File: src/rtl/ifetch_pkg.sv
// Shared types and constants for the instruction fetch unit.
// Optional feature macro used by instr_fetch: IFETCH_PERF_CNT_EN.
package ifetch_pkg;

  typedef enum logic [0:0] {
    ST_FETCH = 1'b0,
    ST_HOLD  = 1'b1
  } fetch_state_e;

  localparam int          IFETCH_DEPTH    = 4;
  localparam logic [31:0] IFETCH_RESET_PC = 32'h0000_0000;
  localparam logic [31:0] PC_INC          = 32'd4;

endpackage

File: src/rtl/ifetch_fifo.sv
// Prefetch queue holding {pc, instr} pairs; the head is read straight from storage registers.
// flush empties the queue and wins over push/pop in the same cycle.
module ifetch_fifo #(
  parameter int DEPTH = 4,
  parameter int W     = 64
) (
  input  logic                     clk,
  input  logic                     reset,
  input  logic                     flush,
  input  logic                     push,
  input  logic                     pop,
  input  logic [W-1:0]             wdata,
  output logic [W-1:0]             rdata,
  output logic                     full,
  output logic                     empty,
  output logic [$clog2(DEPTH):0]   count
);

  localparam int AW = $clog2(DEPTH);
  localparam int CW = AW + 1;

  logic [W-1:0]  mem [DEPTH];
  logic [AW-1:0] wr_ptr;
  logic [AW-1:0] rd_ptr;
  logic [CW-1:0] cnt;
  logic          push_ok;
  logic          pop_ok;

  assign full    = (cnt == CW'(DEPTH));
  assign empty   = (cnt == '0);
  assign count   = cnt;
  assign rdata   = mem[rd_ptr];
  assign push_ok = push & ~full;
  assign pop_ok  = pop & ~empty;

  always_ff @(posedge clk or negedge reset) begin
    if (!reset) begin
      wr_ptr <= '0;
      rd_ptr <= '0;
      cnt    <= '0;
      for (int i = 0; i < DEPTH; i++) mem[i] <= '0;
    end else if (flush) begin
      wr_ptr <= '0;
      rd_ptr <= '0;
      cnt    <= '0;
    end else begin
      if (push_ok) begin
        mem[wr_ptr] <= wdata;
        wr_ptr      <= wr_ptr + AW'(1);
      end
      if (pop_ok) rd_ptr <= rd_ptr + AW'(1);
      cnt <= cnt + CW'(push_ok) - CW'(pop_ok);
    end
  end

endmodule

File: src/rtl/instr_fetch.sv
// Instruction fetch: issues word fetches with one-cycle memory latency into a prefetch queue.
// Define IFETCH_PERF_CNT_EN to add the stall_cnt performance counter output.
module instr_fetch
  import ifetch_pkg::*;
#(
  parameter int          DEPTH    = IFETCH_DEPTH,
  parameter logic [31:0] RESET_PC = IFETCH_RESET_PC
) (
  input  logic         clk,
  input  logic         reset,
  output logic         imem_req,
  output logic [31:0]  imem_addr,
  input  logic [31:0]  imem_rdata,
  input  logic         redirect_valid,
  input  logic [31:0]  redirect_pc,
  output logic         instr_valid,
  output logic [31:0]  instr,
  output logic [31:0]  instr_pc,
  input  logic         instr_ready,
`ifdef IFETCH_PERF_CNT_EN
  output logic [31:0]  stall_cnt,
`endif
  output fetch_state_e state
);

  localparam int          CW      = $clog2(DEPTH) + 1;
  localparam logic [CW:0] DEPTH_V = (CW + 1)'(DEPTH);

  // Handshake: instr is consumed on a rising edge where instr_valid and instr_ready are both 1;
  // instr_valid never depends on instr_ready, and once high it stays high until the transfer or a redirect.
  logic [31:0]   fetch_pc;
  logic [31:0]   inflight_pc;
  logic          inflight_q;
  logic          pop;
  logic          can_req;
  logic          fifo_full;
  logic          fifo_empty;
  logic [CW-1:0] fifo_count;
  logic [CW:0]   occ_sum;
  logic [CW:0]   next_total;
  logic [63:0]   head;

  assign pop         = instr_valid & instr_ready;
  assign occ_sum     = {1'b0, fifo_count} + (CW + 1)'(inflight_q) - (CW + 1)'(pop);
  assign can_req     = (occ_sum < DEPTH_V);
  assign imem_req    = reset & (redirect_valid | can_req);
  assign imem_addr   = redirect_valid ? {redirect_pc[31:2], 2'b00} : fetch_pc;
  assign next_total  = occ_sum + (CW + 1)'(imem_req);
  assign instr_valid = ~fifo_empty;
  assign {instr_pc, instr} = head;

  ifetch_fifo #(
    .DEPTH (DEPTH),
    .W     (64)
  ) u_fifo (
    .clk   (clk),
    .reset (reset),
    .flush (redirect_valid),
    .push  (inflight_q & ~redirect_valid & ~fifo_full),
    .pop   (pop & ~redirect_valid),
    .wdata ({inflight_pc, imem_rdata}),
    .rdata (head),
    .full  (fifo_full),
    .empty (fifo_empty),
    .count (fifo_count)
  );

  // HOLD means queue plus in-flight slots are all taken after this edge.
  always_ff @(posedge clk or negedge reset) begin
    if (!reset) begin
      fetch_pc    <= {RESET_PC[31:2], 2'b00};
      inflight_q  <= 1'b0;
      inflight_pc <= '0;
      state       <= ST_FETCH;
    end else begin
      inflight_q  <= imem_req;
      inflight_pc <= imem_addr;
      if (imem_req) fetch_pc <= imem_addr + PC_INC;
      if (redirect_valid)           state <= ST_FETCH;
      else if (next_total == DEPTH_V) state <= ST_HOLD;
      else                          state <= ST_FETCH;
    end
  end

`ifdef IFETCH_PERF_CNT_EN
  always_ff @(posedge clk or negedge reset) begin
    if (!reset)                        stall_cnt <= '0;
    else if (instr_valid & ~instr_ready) stall_cnt <= stall_cnt + 32'd1;
  end
`endif

endmodule

File: config.mk
export PLATFORM = sky130hd
export DESIGN_NAME = instr_fetch
export DESIGN_NICKNAME = d
export VERILOG_FILES = /design/src/rtl/ifetch_pkg.sv /design/src/rtl/ifetch_fifo.sv /design/src/rtl/instr_fetch.sv
export SDC_FILE = /design/constraint.sdc
export NUM_CORES = 1
export LEC_CHECK = 0
export BUFFER_PORTS_ARGS = -buffer_cell sky130_fd_sc_hd__buf_4
export CORE_MARGIN = 2
export CORE_UTILIZATION = 61
export CTS_BUF_LIST = sky130_fd_sc_hd__clkbuf_4 sky130_fd_sc_hd__clkbuf_8
export DETAILED_ROUTE_END_ITERATION = 10
export PLACE_DENSITY_LB_ADDON = 0.25
export SYNTH_ARGS = -nofsm -noshare
export SYNTH_HDL_FRONTEND = slang
export SYNTH_SLANG_ARGS = --single-unit
File: constraint.sdc
create_clock -name clk -period 5.5 [get_ports clk]
set_input_delay 0.55 -clock clk [delete_from_list [all_inputs] [get_ports clk]]
set_output_delay 0.55 -clock clk [all_outputs]
set_load 0.01 [all_outputs]
==> qor.yml, run 1 <==
p_seq_share_pct: 40.9
p_leak_nw: 8.30
dr_wl_met2_um: 14900
ys_ff_latch: 329
yosysSeqAreaShare_pct: 55.4
nets: 1261
die_x_um: 160
grt_max_degree: 144
cts_tree: "yes"
cts_setup_buffers: 0
avgViaCountPerCell: 5.87
max_stage_delay_ps: 480
synthCells: 1007
die_h_um: 160
wl_per_cell_um: 19.7
drive_gt1_share_pct: 50.6
ctsLongestPathBuffers: 3
arrival_ps: 3750
numCtsBuffers: 53
dr.pass1.iters: 4
cp-start-kind: "flip-flop"
io_pins: 167
diodes: 0
fin_skew_ps: 12.3
synth_edf_count: 0
layout_common_cells: "dfrtp_1, mux2_2, buf_4"
end_kind: "primary output"
cp_max_fo: 9
period_share_pct: 78.2
yosysUniqueCellTypes: 57
clockRootBuffer: "clkbuf_8"
cp.depth: 12
die_area_mm2: 0.0256
netlist_area_mm2: 0.0149
drt-total-wl_um: 30500
n_fill_cell: 1639
cpLargestDelayFamily: "adder cells"
fin_area_mm2: 0.0176
tns_ps: 0
report.final.hold_viol_count: 0
critPathRequiredTime_ps: 4950
dpl.hpwl_um: 19000
vdd_drop_max_mv: 0.272
setup_viol: 0
coreArea_mm2: 0.0241
area_growth_pct: 18.5
wl_met1_um: 13500
initial_core_util_pct: 61.6
dr_wl_met3_um: 1470
max_freq_mhz: 232
worst_slew_pin_slew_ps: 1120
synth_flop_cell: "dfrtp_1"
drv_slew: 0
syn_area_per_cell_um2: 14.7
final_common_cell: "dfrtp_1"
grt_setup_unrepaired: "false"
power_mw: 9.87
power_density_mw_per_mm2: 560
async_reset_ff_share_pct: 100
reg2reg_depth: 16
critPathBufInv: 4
path_clk_slew_ps: 60
switching_share_pct: 30.4
cts_htree_levels: 2
slew_headroom_pct: 25.4
place_area_mm2: 0.0163
route.detailed.drc: 0
pre_cts_ws_ps: 1270
gp_congestion: 0.847
grt_pass1_wl_um: 50000
yosysWarnings: 0
top_layer_used: "met4"
holdCritPathClass: "input port to flip-flop"
max_cap_viol_count: 0
clkPwrFrac_pct: 24.3
postRouteAntennaNets: 0
period_minus_slack_ps: 4300
drtIter0Drc: 503
cts.sinks: 329
port-buffer-count: 164
outcome: "completed"
grt_use_total_pct: 24.4
antenna_found_initial: 0
clkLatencyLatePin_ps: 570
slowest_stage: "dfrtp_1"
grt_pass1_vias: 9506
p_comb_share_pct: 34.8
holdPathStages: 2
internal_power_mw: 6.87
synth_nets: 1090
num_vias: 9069
rows: 57
gr-total-overflow: 0
path_cells: "or3_1 > and2_0 > ha_1 > inv_1 > ha_1 > inv_1 > fa_1 > nor2_1 > a221oi_1 > o211ai_1 > clkinv_1 > buf_4"
p_sw_mw: 3.00
finalWorstSetupSlack_ps: 1200
crit_type: "flip-flop to primary output"
==> layout make-up <==
type | instances | area, µm² | share of cell area [%]
Tap cell | 324 | 405 | 2.30
Multi-Input combinational cell | 600 | 6310 | 35.9
Clock buffer | 82 | 1050 | 5.95
Clock inverter | 16 | 208 | 1.18
Inverter | 22 | 82.6 | 0.469
Sequential cell | 329 | 8240 | 46.8
Timing Repair Buffer | 172 | 1310 | 7.46
==> cell families (layout without fill, tap and decap cells) <==
kind of cell / count (synthesis) / in the layout / synth area share (%)
muxes: 353 / 353 / 31.5
xor gates and xnor gates: 18 / 18 / 1.06
adders and majority gates: 15 / 15 / 1.36
and+or+nand+nor: 146 / 146 / 5.22
DFF: 329 / 329 / 55.4
buffers and inverters: 78 / 292 / 2.27
AOI/OAI and AO/OA: 68 / 68 / 3.15
==> path summary, 6_finish.rpt <==
path | from | endpoint | slack (ps)
max in group asynchronous | reset | u_fifo.mem[156] | 3080
min in group asynchronous | reset | u_fifo.mem[139] | 510
hold reg to reg | fetch_pc[31] | fetch_pc[31] | 480
setup reg to reg | u_fifo.count[2] | state | 1240
setup / recovery | u_fifo.count[2] | imem_req | 1200
hold / removal | imem_rdata[6] | u_fifo.mem[70] | 240
==> synth_stat cells, types with 6 or more instances <==
library cell	count	share of area [%]
mux2_2	276	21
and3_1	6	0.25
nand3b_1	7	0.35
xnor2_1	13	0.77
ha_1	13	1.1
nor3_1	6	0.20
nand3_1	15	0.51
nor2b_1	8	0.34
inv_1	21	0.53
clkbuf_1	15	0.38
buf_1	11	0.28
o21ai_0	15	0.51
dfrtp_1	329	55
buf_2	29	0.98
nand4_1	8	0.34
a21oi_1	9	0.30
nor2_1	13	0.33
mux2i_1	13	0.88
nand2_1	52	1.3
mux4_2	64	9.7
o31ai_1	10	0.51
==> worst register-to-register path, delay by kind of cell (launching register included) <==
kind	cells	cell delay, ps
compound gates	3	660
fa+ha+maj	5	1480
buf+inv	3	510
mux	1	90
simple gates	4	910
flops	1	480
==> layer usage <==
metal,vias up,GRT usage (%)
met2,247,39.3
met4,0,6.92
met5,-,0
met3,54,3.84
li1,4078,-
met1,4690,35.0
==> state kept, by name, indices dropped and copies added (netlist names) <==
| register | cells |
|---|---|
| state | 1 |
| u_fifo.count | 3 |
| fetch_pc | 32 |
| inflight_q | 1 |
| u_fifo.rd_ptr | 2 |
| u_fifo.wr_ptr | 2 |
| inflight_pc | 32 |
| u_fifo.mem | 256 |
==> power by group through the flow <==
stage,logic [mW],registers [mW],clock network [mW]
CTS,3.48,4.04,2.44
global route,3.70,4.19,2.56
finish,3.44,4.04,2.40
detailed placement,3.47,4.08,0
global placement,3.37,4.02,0
floorplan,2.43,3.76,0
==> what timing repair did <==
item                                   CTS  global route
resized for setup                        0             0
hold buffers                             1             0
endpoints found under the hold margin   63             0
==> metrics by stage <==
stage	hold slack (ps)	cells	util, %
2_1_floorplan	254	1007	-
3_3_place_gp	462	1446	67.8
3_5_place_dp	469	1446	67.8
4_1_cts	209	1545	73.0
5_1_grt	214	1545	73.0
6_report	237	1545	73.0
(Power assumes the default switching activity.)
==> run 2, diff against run 1 <==
Settings changed: CORE_UTILIZATION 61 to 55.
Clock period 5.5 ns to 3.9 ns, I/O delays scaled along.
==> run 2 against run 1 <==
Sequential share of layout area fell by 0.45 points. Global-route usage shrank 2.2 points. Via count is 0.34% lower. Critical path type unchanged. Largest cell class unchanged. Highest routed layer unchanged.
==> qor.yml, run 2 (synthesized netlist as in run 1, its figures left out) <==
outcome: "completed"  # unchanged
period_minus_slack_ps: 3760
nets: 1270  # was 1,261
p_leak_nw: 8.37  # was 8.30 nW
path_clk_slew_ps: 60  # about the same
diodes: 0  # unchanged
layout_common_cells: "dfrtp_1, mux2_2, buf_4"  # unchanged
finalWorstSetupSlack_ps: 144  # was 1200 ps
antenna_found_initial: 0  # unchanged
numCtsBuffers: 54  # was 53
slew_headroom_pct: 28.9  # was 25.4%
placed_cells: 1469  # was 1,446
final_cells: 1573  # was 1,545
fin_skew_ps: 26.4  # was 12.3 ps
route.detailed.drc: 0  # unchanged
hp-start: "imem_rdata[3]"  # was imem_rdata[6]
critPathRequiredTime_ps: 3510  # was 4950 ps
final_common_cell: "dfrtp_1"  # unchanged
cp_max_fo: 8  # was 9
max_cap_viol_count: 0  # unchanged
reg_top3: "u_fifo.mem x256, fetch_pc x32, inflight_pc x32"  # unchanged
gp_congestion: 0.819  # was 0.847
grt_max_degree: 141  # was 144
die_x_um: 168  # was 160 µm
cts_tree: "yes"  # unchanged
num_vias: 9038  # was 9,069
io_pins: 167  # unchanged
vdd_drop_max_mv: 0.336  # was 0.272 mV
drv_slew: 0  # unchanged
wl_per_cell_um: 19.6  # was 19.7 µm
max_freq_mhz: 266
end_kind: "primary output"  # unchanged
drt-total-wl_um: 30800  # was 30,500 µm
grt_pass1_wl_um: 50200  # was 50,000 µm
avgViaCountPerCell: 5.75  # was 5.87
rows: 60  # was 57
cts.sinks: 329  # unchanged
cts_htree_levels: 2  # unchanged
power_density_mw_per_mm2: 791  # was 560 mW/mm²
drive_gt1_share_pct: 51.5  # was 50.6%
gr-total-overflow: 0  # unchanged
cp-startpoint: "u_fifo.count[0]"  # was u_fifo.count[2]
ctsLongestPathBuffers: 3  # unchanged
port-buffer-count: 164  # unchanged
period_share_pct: 96.3
arrival_ps: 3370  # was 3750 ps
drtIter0Drc: 458  # was 503
utilization_pct: 66.5  # was 73.0%
initial_core_util_pct: 55.6  # was 61.6%
grt_pass1_vias: 9461  # was 9,506
dpl.hpwl_um: 18800  # was 19,000 µm
dr.pass1.iters: 4  # unchanged
setup_viol: 0  # unchanged
clockRootBuffer: "clkbuf_8"  # unchanged
regMostFlops: "u_fifo.mem"  # unchanged
die_h_um: 168  # was 160 µm
cp-start-kind: "flip-flop"  # unchanged
coreArea_mm2: 0.0267  # was 0.0241 mm²
area_growth_pct: 19.7  # was 18.5%
clkLatencyLatePin_ps: 570  # about the same
largest_register_ffs: 256  # unchanged
postRouteAntennaNets: 0  # unchanged
report.final.hold_viol_count: 0  # unchanged
timing.rr.start: "u_fifo.count[0]"  # was u_fifo.count[2]
n_fill_cell: 2003  # was 1,639
die_area_mm2: 0.0283  # was 0.0256 mm²
worst_slew_pin_slew_ps: 1070  # was 1120 ps
holdCritPathClass: "input port to flip-flop"  # unchanged
grt_use_total_pct: 22.2  # was 24.4%
crit_type: "flip-flop to primary output"  # unchanged
pre_cts_ws_ps: 103  # was 1270 ps
==> run 2: routing by layer <==
metal,track usage (%),wire (µm),vias up
met4,5.02,356,0
met5,0,0,-
met3,3.67,1360,29
met2,36.2,15100,223
li1,-,-,4092
met1,31.7,14000,4694
==> run 2: repair_timing <==
| item | CTS | global route |
|---|---|---|
| endpoints found under the setup margin | 1 | 2 |
| pin swaps | 1 | 1 |
| resized for setup | 1 | 6 |
| endpoints found under the hold margin | 71 | 0 |
| buffers inserted | 2 | 0 |
| hold buffers | 1 | 0 |
==> run 2: worst max-delay path: stages (launching register included) <==
cell	delay, ps
dfrtp_1	390
or3_1	390
and2_1	210
ha_1	280
inv_1	60
ha_2	180
inv_1	50
fa_2	370
nor2_2	120
a221oi_2	50
o211ai_1	260
clkinv_2	100
buf_4	190
buf_4	160
==> run 2: cell type report <==
class / instances / area, µm² / share of cell area [%]
clock buffers: 95 / 1170 / 6.58
inverters: 22 / 83.8 / 0.471
repair buffers: 180 / 1400 / 7.87
well taps: 341 / 427 / 2.40
flip-flops and latches: 329 / 8240 / 46.3
clock inverters: 6 / 130 / 0.732
multi-input cells: 600 / 6330 / 35.6
==> run 2: power by group <==
part           switching [mW]  internal [mW]
clock network            1.32           2.14
logic                    2.07           2.92
registers               0.836           4.78
total                    4.23           9.84
==> run 2: final timing paths <==
check,endpoint,cells after the start,slack [ps]
worst min register to register,fetch_pc[23],2,480
worst max register to register,state,16,260
max in group asynchronous,u_fifo.rd_ptr[1],3,2250
worst min-delay path,u_fifo.mem[3],2,90
worst max-delay path,imem_req,13,140
min in group asynchronous,u_fifo.mem[199],2,410
==> run 2: through the flow <==
| step | hold WS, ps | power [mW] | area [µm²] | TNS, ps |
|---|---|---|---|---|
| after floorplan | 94.4 | 8.72 | 14900 | 0 |
| after global placement | 414 | 10.5 | 16400 | 0 |
| after detailed placement | 418 | 10.7 | 16400 | 0 |
| after CTS | 43.2 | 14.2 | 17800 | 0 |
| after global routing | 53.3 | 14.9 | 17800 | -16.4 |
| final | 88.9 | 14.1 | 17800 | 0 |
==> run 3, diff against run 2 <==
Settings changed: ABC_AREA set to 1.
==> run 3 against run 2 <==
Largest cell class unchanged. Critical path type unchanged. Clock-buffer cell count is 6 lower. Sequential share of layout area down 0.67 points. Sequential power shrank 4.4%. Register-to-register slack improved by 490 ps. Utilization shrank 1.6 points.
==> qor.yml, run 3 <==
synth_nets: 1491  # was 1,090
avgViaCountPerCell: 5.53  # was 5.75
grt_max_degree: 171  # was 141
reg_top3: "u_fifo.mem x256, fetch_pc x32, inflight_pc x32"  # unchanged
placed_cells: 1888  # was 1,469
grt_use_total_pct: 24.3  # was 22.2%
largest_register_ffs: 256  # unchanged
n_fill_cell: 2225  # was 2,003
report.final.hold_viol_count: 0  # unchanged
async_reset_ff_share_pct: 100  # unchanged
fin_area_mm2: 0.0180  # was 0.0178 mm²
cts_setup_buffers: 0  # was 2
holdCritPathClass: "input port to flip-flop"  # unchanged
rows: 61  # was 60
p_leak_nw: 8.82  # was 8.37 nW
yosysTopAreaCellShare_pct: 53.0  # was 55.4%
arrival_ps: 3250  # was 3370 ps
internal_power_mw: 9.12  # was 9.84 mW
switching_share_pct: 34.1  # was 30.1%
pre_cts_ws_ps: 682  # was 103 ps
area_growth_pct: 16.0  # was 19.7%
grt_pass1_wl_um: 56800  # was 50,200 µm
cp_max_fo: 15  # was 8
regMostFlops: "u_fifo.mem"  # unchanged
p_sw_mw: 4.73  # was 4.23 mW
synthTopCellsByCount: "dfrtp_1, nand2_1, mux2_2"  # was dfrtp_1, mux2_2, mux4_2
diodes: 0  # unchanged
utilization_pct: 64.9  # was 66.5%
num_vias: 11000  # was 9,038
drtIter0Drc: 653  # was 458
max_freq_mhz: 275  # was 266 MHz
synthCells: 1408  # was 1,007
final_cells: 1981  # was 1,573
place_area_mm2: 0.0169  # was 0.0164 mm²
yosysSeqAreaShare_pct: 53.0  # was 55.4%
end_kind: "primary output"  # unchanged
power_density_mw_per_mm2: 768  # was 791 mW/mm²
die_h_um: 172  # was 168 µm
dpl.hpwl_um: 21600  # was 18,800 µm
worst_slew_pin_slew_ps: 986  # was 1070 ps
yosysWarnings: 0  # unchanged
drt-total-wl_um: 35500  # was 30,800 µm
dr.pass1.iters: 5  # was 4
nets: 1649  # was 1,270
final_common_cell: "dfrtp_1"  # unchanged
p_comb_share_pct: 39.0  # was 35.5%
initial_core_util_pct: 56.0  # was 55.6%
outcome: "completed"  # unchanged
synth_compound_area_share_pct: 7.44  # was 3.15%
critPathRequiredTime_ps: 3510  # about the same
ys_ff_latch: 329  # unchanged
ctsLongestPathBuffers: 3  # unchanged
hold_slack_ps: 62.4  # was 88.9 ps
setup_viol: 0  # unchanged
drv_slew: 0  # unchanged
syn_area_per_cell_um2: 11.0  # was 14.7 µm²
clkPwrFrac_pct: 22.2  # was 24.6%
synth_top_family_by_area: "multiplexers"  # unchanged
cp-start-kind: "flip-flop"  # unchanged
netlist_area_mm2: 0.0155  # was 0.0149 mm²
grt_pass1_vias: 11000  # was 9,461
crit_type: "flip-flop to primary output"  # unchanged
clkLatencyLatePin_ps: 570  # about the same
wl_per_cell_um: 17.9  # was 19.6 µm
yosysUniqueCellTypes: 39  # was 57
max_cap_viol_count: 0  # unchanged
yosysMostFrequentCell: "dfrtp_1"  # unchanged
gr-total-overflow: 0  # unchanged
numCtsBuffers: 53  # was 54
tns_ps: 0  # unchanged
gp_congestion: 0.940  # was 0.819
io_pins: 167  # unchanged
p_seq_share_pct: 38.8  # was 39.9%
synth_area_leaders: "dfrtp_1, mux2_2, mux2_4"  # was dfrtp_1, mux2_2, mux4_2
period_share_pct: 93.4  # was 96.3%
path_clk_slew_ps: 60  # about the same
fin_skew_ps: 18.3  # was 26.4 ps
drive_gt1_share_pct: 35.7  # was 51.5%
layout_common_cells: "dfrtp_1, nand2_1, mux2_2"  # was dfrtp_1, mux2_2, buf_4
synth_edf_count: 0  # unchanged
finalWorstSetupSlack_ps: 257  # was 144 ps
synth_top_area_cell: "dfrtp_1"  # unchanged
period_minus_slack_ps: 3640  # was 3760 ps
port-buffer-count: 164  # unchanged
clockRootBuffer: "clkbuf_8"  # unchanged
power_mw: 13.9  # was 14.1 mW
antenna_found_initial: 0  # unchanged
synth_simple_gate_area_share_pct: 12.8  # was 5.22%
route.detailed.drc: 0  # unchanged
cts_htree_levels: 2  # unchanged
synth_flop_cell: "dfrtp_1"  # unchanged
cts_tree: "yes"  # unchanged
vdd_drop_max_mv: 0.391  # was 0.336 mV
die_x_um: 172  # was 168 µm
cts.sinks: 329  # unchanged
coreArea_mm2: 0.0278  # was 0.0267 mm²
synthMuxAreaShare_pct: 20.0  # was 31.5%
synth_xor_area_share_pct: 0.620  # was 1.06%
postRouteAntennaNets: 0  # unchanged
die_area_mm2: 0.0296  # was 0.0283 mm²
slew_headroom_pct: 34.3  # was 28.9%
synthAdderAreaFrac_pct: 1.30  # was 1.36%
[run 3: timing repair]
action / in CTS / in global routing
hold endpoints to repair: 81 / 0
hold buffers: 1 / 0
gates resized for setup: 0 / 1
setup endpoints to repair: 0 / 1
[run 3: cell type report]
| type | instances | area (µm²) | area share, % |
|---|---|---|---|
| clock buffers | 89 | 1090 | 6.06 |
| flip-flops and latches | 329 | 8240 | 45.7 |
| inverters | 47 | 184 | 1.02 |
| clock inverters | 3 | 18.8 | 0.104 |
| repair buffers | 182 | 1480 | 8.19 |
| multi-input cells | 953 | 6550 | 36.3 |
| well taps | 378 | 473 | 2.62 |
[run 3: kinds of logic after synthesis]
logic type / after synthesis
and+or+nand+nor: 460
DFF: 329
muxes: 256
AOI/OAI and AO/OA: 211
buffers and inverters: 126
adders and majority gates: 15
xor gates and xnor gates: 11
[run 3: per-layer routing]
metal	routed length (µm)	track usage, %	vias up	part of all wire [%]
met3	2250	4.72	57	6.4
met4	757	8.18	0	2.1
met1	15600	33.0	5471	44
met2	16900	39.5	328	48
met5	0	0	-	0
li1	-	-	5102	-
[run 3: power groups by stage]
stage	combinational [mW]	sequential [mW]	clock, mW
5_1_grt	5.95	5.52	3.29
2_1_floorplan	3.69	5.18	0
4_1_cts	5.44	5.36	3.14
3_5_place_dp	5.43	5.39	0
3_3_place_gp	5.29	5.35	0
6_report	5.40	5.37	3.08
[run 3: final timing paths]
| path | depth (start not counted) | to | slack (ps) | start |
|---|---|---|---|---|
| max | 14 | imem_req | 260 | u_fifo.count[1] |
| min | 2 | u_fifo.mem[2] | 60 | imem_rdata[2] |
| max reg2reg | 16 | state | 750 | u_fifo.count[1] |
| min reg2reg | 2 | fetch_pc[3] | 480 | fetch_pc[3] |
| max in group asynchronous | 3 | u_fifo.mem[6] | 2020 | reset |
| min in group asynchronous | 2 | u_fifo.mem[212] | 410 | reset |
[run 3: critical path: stages, from the launching register on]
cell	delay (ps)
dfrtp_1	410
inv_1	160
nand3_1	120
nand2_1	110
inv_1	60
ha_1	260
inv_1	60
ha_1	170
inv_1	60
fa_1	400
xor2_2	200
nand4_1	140
nand2_2	140
buf_4	230
buf_4	160
